[config.mk]
export PLATFORM = sky130hd
export DESIGN_NAME = du_loader_ctrl
export DESIGN_NICKNAME = d
export VERILOG_FILES = /design/src/rtl/du_loader_ctrl.sv
export SDC_FILE = /design/constraint.sdc
export NUM_CORES = 1
export LEC_CHECK = 0
export BUFFER_PORTS_ARGS = -buffer_cell sky130_fd_sc_hd__buf_4
export CAP_MARGIN = 20
export CORE_ASPECT_RATIO = 1.25
export CORE_UTILIZATION = 40
export CTS_BUF_LIST = sky130_fd_sc_hd__clkbuf_2 sky130_fd_sc_hd__clkbuf_4 sky130_fd_sc_hd__clkbuf_8
export DETAILED_ROUTE_END_ITERATION = 16
export HOLD_SLACK_MARGIN = 0.03
export RECOVER_POWER = 100
export SLEW_MARGIN = 20
export SYNTH_ARGS = -nofsm -noshare
export SYNTH_HDL_FRONTEND = slang
export SYNTH_SLANG_ARGS = --single-unit
[constraint.sdc]
create_clock -name clock_i -period 1.8 [get_ports clock_i]
set_clock_uncertainty 0.05 [all_clocks]
set_input_delay 0.27 -clock clock_i [delete_from_list [all_inputs] [get_ports clock_i]]
set_output_delay 0.27 -clock clock_i [all_outputs]
set_load 0.03 [all_outputs]
[src/rtl/du_loader_ctrl.sv]
// Debug-unit controller: UART commands load instruction memory, run or single-step the
// pipeline and report the cycle count. Optional DU_LOAD_CHECKSUM_EN adds a post-load XOR byte.
module du_loader_ctrl #(
  parameter int unsigned        NB_DATA   = 32,
  parameter int unsigned        N_BITS    = 8,
  parameter int unsigned        ADDR_W    = 10,
  parameter logic [NB_DATA-1:0] HALT_WORD = {NB_DATA{1'b1}}
) (
  input  logic               clock_i,
  input  logic               reset_i,
  input  logic [N_BITS-1:0]  rx_data_i,
  input  logic               rx_valid_i,
  input  logic               halt_i,
  input  logic               tx_busy_i,
  output logic [N_BITS-1:0]  tx_data_o,
  output logic               tx_start_o,
  output logic               en_write_o,
  output logic [ADDR_W-1:0]  address_o,
  output logic [NB_DATA-1:0] inst_load_o,
  output logic               debug_unit_o,
  output logic               enable_pipe_o,
  output logic               ack_debug_o,
  output logic               end_send_data_o,
  output logic [3:0]         state_o
);

  localparam int unsigned Bpw  = NB_DATA / N_BITS;
  localparam int unsigned CntW = $clog2(Bpw + 1);
  localparam int unsigned IdxW = (Bpw > 1) ? $clog2(Bpw) : 1;

  localparam logic [N_BITS-1:0] CmdLoad = N_BITS'(8'h4C);
  localparam logic [N_BITS-1:0] CmdRun  = N_BITS'(8'h43);
  localparam logic [N_BITS-1:0] CmdStep = N_BITS'(8'h53);
  localparam logic [N_BITS-1:0] CmdNext = N_BITS'(8'h4E);

  typedef enum logic [3:0] {
    StIdle   = 4'd0,
    StLoad   = 4'd1,
    StWrite  = 4'd2,
    StRun    = 4'd3,
    StStep   = 4'd4,
    StReport = 4'd5,
    StTxWait = 4'd6,
    StCksum  = 4'd7
  } state_e;

  state_e             state_q;
  logic [ADDR_W-1:0]  addr_q;
  logic [CntW-1:0]    byte_cnt_q;
  logic [NB_DATA-1:0] word_q;
  logic [NB_DATA-1:0] cycle_q;
  logic [IdxW-1:0]    tx_idx_q;
  logic               skip_q;
  logic               pipe_en_q;
  logic               ack_q;
  logic               end_q;
  logic               en_write_q;
`ifdef DU_LOAD_CHECKSUM_EN
  logic [N_BITS-1:0]  cksum_q;
  logic               cks_sent_q;
`endif

  always_ff @(posedge clock_i or negedge reset_i) begin
    if (!reset_i) begin
      state_q    <= StIdle;
      addr_q     <= '0;
      byte_cnt_q <= '0;
      word_q     <= '0;
      cycle_q    <= '0;
      tx_idx_q   <= '0;
      skip_q     <= 1'b0;
      pipe_en_q  <= 1'b0;
      ack_q      <= 1'b0;
      end_q      <= 1'b0;
      en_write_q <= 1'b0;
`ifdef DU_LOAD_CHECKSUM_EN
      cksum_q    <= '0;
      cks_sent_q <= 1'b0;
`endif
    end else begin
      en_write_q <= 1'b0;
      ack_q      <= 1'b0;
      end_q      <= 1'b0;
      pipe_en_q  <= 1'b0;
      if (enable_pipe_o) cycle_q <= cycle_q + NB_DATA'(1);
`ifdef DU_LOAD_CHECKSUM_EN
      if (rx_valid_i && (state_q == StLoad || state_q == StWrite)) begin
        cksum_q <= cksum_q ^ rx_data_i;
      end
`endif
      case (state_q)
        StIdle: begin
          if (rx_valid_i) begin
            if (rx_data_i == CmdLoad) begin
              state_q    <= StLoad;
              addr_q     <= '0;
              byte_cnt_q <= '0;
`ifdef DU_LOAD_CHECKSUM_EN
              cksum_q    <= '0;
`endif
            end else if (rx_data_i == CmdRun) begin
              state_q   <= StRun;
              cycle_q   <= '0;
              pipe_en_q <= 1'b1;
            end else if (rx_data_i == CmdStep) begin
              state_q <= StStep;
              cycle_q <= '0;
            end
          end
        end
        StLoad: begin
          if (rx_valid_i) begin
            word_q <= (word_q << N_BITS) | NB_DATA'(rx_data_i);
            if (byte_cnt_q == CntW'(Bpw - 1)) begin
              state_q    <= StWrite;
              en_write_q <= 1'b1;
              byte_cnt_q <= '0;
            end else begin
              byte_cnt_q <= byte_cnt_q + CntW'(1);
            end
          end
        end
        StWrite: begin
          if (word_q == HALT_WORD || addr_q == {ADDR_W{1'b1}}) begin
`ifdef DU_LOAD_CHECKSUM_EN
            state_q    <= StCksum;
            cks_sent_q <= 1'b0;
`else
            state_q <= StIdle;
`endif
          end else begin
            addr_q  <= addr_q + ADDR_W'(1);
            state_q <= StLoad;
            // A byte landing here is byte 0 of the next word.
            if (rx_valid_i) begin
              word_q <= (word_q << N_BITS) | NB_DATA'(rx_data_i);
              if (Bpw == 1) begin
                state_q    <= StWrite;
                en_write_q <= 1'b1;
              end else begin
                byte_cnt_q <= CntW'(1);
              end
            end
          end
        end
        StRun: begin
          if (halt_i) begin
            state_q  <= StReport;
            tx_idx_q <= '0;
          end else begin
            pipe_en_q <= 1'b1;
          end
        end
        StStep: begin
          if (halt_i) begin
            state_q  <= StReport;
            tx_idx_q <= '0;
          end else begin
            ack_q <= pipe_en_q;
            if (rx_valid_i && rx_data_i == CmdNext) begin
              pipe_en_q <= 1'b1;
            end else if (rx_valid_i && rx_data_i == CmdRun) begin
              pipe_en_q <= 1'b1;
              state_q   <= StRun;
            end
          end
        end
        StReport: begin
          if (!tx_busy_i) begin
            state_q <= StTxWait;
            skip_q  <= 1'b1;
          end
        end
        StTxWait: begin
          // Busy from the transmitter only shows up one cycle after the start strobe.
          if (skip_q) begin
            skip_q <= 1'b0;
          end else if (!tx_busy_i) begin
            if (tx_idx_q == IdxW'(Bpw - 1)) begin
              end_q   <= 1'b1;
              state_q <= StIdle;
            end else begin
              tx_idx_q <= tx_idx_q + IdxW'(1);
              state_q  <= StReport;
            end
          end
        end
`ifdef DU_LOAD_CHECKSUM_EN
        StCksum: begin
          if (!cks_sent_q) begin
            if (!tx_busy_i) begin
              cks_sent_q <= 1'b1;
              skip_q     <= 1'b1;
            end
          end else if (skip_q) begin
            skip_q <= 1'b0;
          end else if (!tx_busy_i) begin
            state_q <= StIdle;
          end
        end
`endif
        default: state_q <= StIdle;
      endcase
    end
  end

  always_comb begin
    debug_unit_o  = (state_q == StIdle) || (state_q == StLoad) || (state_q == StWrite) ||
                    (state_q == StCksum);
    enable_pipe_o = pipe_en_q & ~halt_i;
    tx_start_o    = ~tx_busy_i & (state_q == StReport);
    tx_data_o     = N_BITS'(cycle_q >> (N_BITS * tx_idx_q));
`ifdef DU_LOAD_CHECKSUM_EN
    if (state_q == StCksum) begin
      tx_start_o = ~tx_busy_i & ~cks_sent_q;
      tx_data_o  = cksum_q;
    end
`endif
  end

  assign en_write_o      = en_write_q;
  assign address_o       = addr_q;
  assign inst_load_o     = word_q;
  assign ack_debug_o     = ack_q;
  assign end_send_data_o = end_q;
  assign state_o         = state_q;

endmodule

==> impl_metrics.sql <==
INSERT INTO impl_metrics (metric_group, metric, value, unit) VALUES
('clock_network', 'cts_num_sinks', '87', ''),
('power_and_ir_drop', 'ir_drop', '0.5910', 'mV'),
('routing', 'drt_total_wl', '13020', 'um'),
('clock_network', 'worst_skew_pair.late_latency', '0.36', 'ns'),
('floorplan', 'ioPinCount', '73', ''),
('flow_run', 'maxCapViolCount', '0', ''),
('sta', 'report.final.slew_viol_count', '0', ''),
('layout', 'diodes', '0', ''),
('global_route', 'grt_pass1_wl', '20090', 'um'),
('power_and_ir_drop', 'total_switching_power', '3967', 'uW'),
('status', 'run_status', 'complete, but fails checks', ''),
('critical_path', 'critPathRequiredTime', '2.00', 'ns'),
('critical_path', 'timing.critical_path.arrival', '2.19', 'ns'),
('synth', 'async_flop_share', '100.0', '%'),
('critical_path', 'r2r-end', 'inst_load_o[16]', ''),
('synth', 'synth_sequential_area_ratio', '46.23', '%'),
('critical_path', 'critPathKind', 'flop to flop', ''),
('layout', 'most-common-layout-cells', 'buf_4, dfrtp_1, clkbuf_1, nor2_1, dfrtp_2', ''),
('global_route', 'groute.layer.met3.usage', '3.561', '%'),
('layout', 'layout.nets', '631', ''),
('synth', 'synthFlopType', 'dfrtp_1', ''),
('synth', 'ys_ff_latch', '87', ''),
('synth', 'synthesis.area', '0.004710', 'mm2'),
('sta', 'finalHoldViolCount', '0', ''),
('power_and_ir_drop', 'p_leak', '0.003158', 'uW'),
('critical_path', 'end_kind', 'flop', ''),
('floorplan', 'die_extent_in_y', '123.3', 'um'),
('floorplan', 'core.rowCount', '43', ''),
('critical_path', 'beginning_of_the_critical_path', 'address_o[0]', ''),
('place', 'place_worst_setup_slack', '-0.2193', 'ns'),
('sta', 'maxSlewHeadroom', '51.84', '%'),
('clock_network', 'ctsHtreeMaxLevel', '3', ''),
('synth', 'portion_of_synthesized_cell_area_occupied_by_the_leading_cell_type', '46.23', '%'),
('critical_path', 'rr_startpoint', 'address_o[0]', ''),
('power_and_ir_drop', 'cellInternalPower', '6128', 'uW'),
('power_and_ir_drop', 'swShare', '39.29', '%'),
('critical_path', 'reg2reg_slack', '-0.19', 'ns'),
('routing', 'drt_pre_antenna_iters', '4', ''),
('synth', 'synth_cell_types', '69', ''),
('synth', 'post_synth_inst_count', '419', ''),
('synth', 'synth-edff-count', '0', ''),
('global_route', 'globalRoute.busiestLayer', 'met2', ''),
('floorplan', 'starting_utilization_of_the_core_area', '41.68', '%'),
('critical_path', 'crit_path_start_kind', 'flop', ''),
('place', 'place.gp.congestion', '0.8594', ''),
('critical_path', 'timing.critical_path.fanout_max', '6', ''),
('sta', 'max_freq', '503.1', 'MHz'),
('global_route', 'grt_pass1_vias', '4040', ''),
('synth', 'yosysWarningCount', '0', ''),
('critical_path', 'r2r_depth', '8', ''),
('sta', 'final.setup.worst_slack', '-0.1877', 'ns'),
('sta', 'finalWorstPathRequiredPeriod', '1.988', 'ns'),
('layout', 'finalCoreUtilization', '60.69', '%'),
('floorplan', 'design.die.area', '0.01221', 'mm2'),
('place', 'io_buf_count', '71', ''),
('routing', 'first_iter_violations', '170', ''),
('status', 'failed_checks', 'setup timing', ''),
('layout', 'area_growth', '45.59', '%'),
('floorplan', 'die_w', '99.05', 'um'),
('synth', 'netlist_top_cells_area', 'dfrtp_1, mux2_4, mux4_2', ''),
('clock_network', 'clock_tree.buffer_depth', '2', ''),
('sta', 'layout_worst_path_cycle_share', '110.4', '%'),
('routing', 'drc', '0', ''),
('global_route', 'met2_usage', '37.94', '%'),
('clock_network', 'clockRootBuffer', 'clkbuf_8', ''),
('place', 'dpl.hpwl', '9297', 'um'),
('layout', 'post_route_cells_drive_above_1_share', '48.63', '%'),
('sta', 'finalSetupViolCount', '47', ''),
('clock_network', 'clk_transition_reported_paths', '0.09', 'ns'),
('synth', 'postSynthAreaPerCell', '11.24', 'um2'),
('global_route', 'global_route.usage.total', '21.13', '%');
-- area by class of cell --
| class | instances | area, um2 | area share [%] |
|---|---|---|---|
| Tap cell | 135 | 168.9 | 2.464 |
| Clock buffer | 10 | 137.6 | 2.007 |
| Clock inverter | 6 | 91.34 | 1.332 |
| Sequential cell | 87 | 2226 | 32.46 |
| Multi-Input combinational cell | 304 | 2664 | 38.85 |
| Inverter | 5 | 18.77 | 0.2737 |
| Timing Repair Buffer | 207 | 1550 | 22.61 |
-- sequential cells by signal, summed over array words and instances (netlist names) --
signal / cells
pipe_en_q: 1
ack_debug_o: 1
skip_q: 1
end_send_data_o: 1
address_o: 10
cycle_q: 32
inst_load_o: 32
en_write_o: 1
tx_idx_q: 2
state_o: 3
byte_cnt_q: 3
-- cell usage after synthesis (all sizes together), types with 3 or more instances --
| cell type | number |
|---|---|
| nand2b | 6 |
| a21o | 3 |
| o31ai | 7 |
| o21ai | 9 |
| mux2i | 5 |
| nor3 | 10 |
| and2 | 6 |
| mux2 | 35 |
| clkbuf | 6 |
| nor2 | 40 |
| xnor2 | 13 |
| nor2b | 5 |
| nor3b | 3 |
| and4 | 7 |
| nand3 | 17 |
| ha | 4 |
| nand4 | 20 |
| dfrtp | 87 |
| buf | 17 |
| a21boi | 3 |
| nor4 | 10 |
| xor2 | 17 |
| nand2 | 30 |
| inv | 5 |
| mux4 | 8 |
| and3 | 9 |
| a21oi | 5 |
-- layer usage --
| layer | share of wire (%) | vias to the layer above |
|---|---|---|
| met5 | 0 | - |
| met2 | 51 | 94 |
| met1 | 43 | 2003 |
| met4 | 2.0 | 0 |
| met3 | 3.9 | 15 |
| li1 | - | 1920 |
-- cells by family (layout without fill, tap and decap cells) --
family	count (synthesis)	after routing	synth area share (%)
adders and majority gates	4	4	1.063
and+or+nand+nor	175	175	21.33
buffers and inverters	28	228	3.188
DFF	87	87	46.23
xor gates and xnor gates	30	30	5.579
AOI/OAI and AO/OA	46	46	7.678
muxes	48	48	14.85
other	1	1	0.07963
-- power by group through the flow --
| stage | Combinational, uW | Sequential (uW) | Clock, uW |
|---|---|---|---|
| floorplan | 1840 | 3900 | 0 |
| global route | 5980 | 2930 | 1680 |
| finish | 5640 | 2870 | 1580 |
| detailed placement | 4960 | 2930 | 0 |
| global placement | 4880 | 2900 | 0 |
| CTS | 5310 | 2880 | 1600 |
-- timing repair --
action,in CTS,in global routing
endpoints found under the hold margin,26,0
hold buffers,1,0
endpoints found under the setup margin,54,60
resized for setup,33,47
pin swaps,6,26
cloned,0,4
setup buffers,9,15
-- stage by stage --
stage | hold slack, ns | power, uW | std cells | TNS [ns]
2_1_floorplan | -0.07559 | 5738 | 419 | -6.136
3_3_place_gp | 0.1673 | 7776 | 713 | -5.725
3_5_place_dp | 0.1703 | 7883 | 713 | -7.373
4_1_cts | 0.09844 | 9793 | 738 | -6.532
5_1_grt | 0.09410 | 10590 | 754 | -11.15
6_report | 0.1134 | 10090 | 754 | -6.689
-- critical path, cell delays in order (launching register included) --
cell,delay (ns)
dfrtp_2,0.40
ha_4,0.16
nand3_4,0.10
o31ai_4,0.29
a21oi_2,0.10
o21ai_4,0.18
buf_12,0.14
clkbuf_16,0.15
mux2_4,0.30
-- worst min path at each step --
stage                          end  cells past startpoint    startpoint  slack [ns]
floorplan              ack_debug_o                      0       reset_i       -0.08
global placement      address_o[1]                      1       reset_i        0.17
detailed placement    address_o[0]                      1       reset_i        0.17
CTS                 inst_load_o[1]                      2  rx_data_i[1]         0.1
global route        inst_load_o[1]                      2  rx_data_i[1]        0.09
finish              inst_load_o[1]                      2  rx_data_i[1]        0.11
No activity file was read; power rests on OpenSTA's default activity.
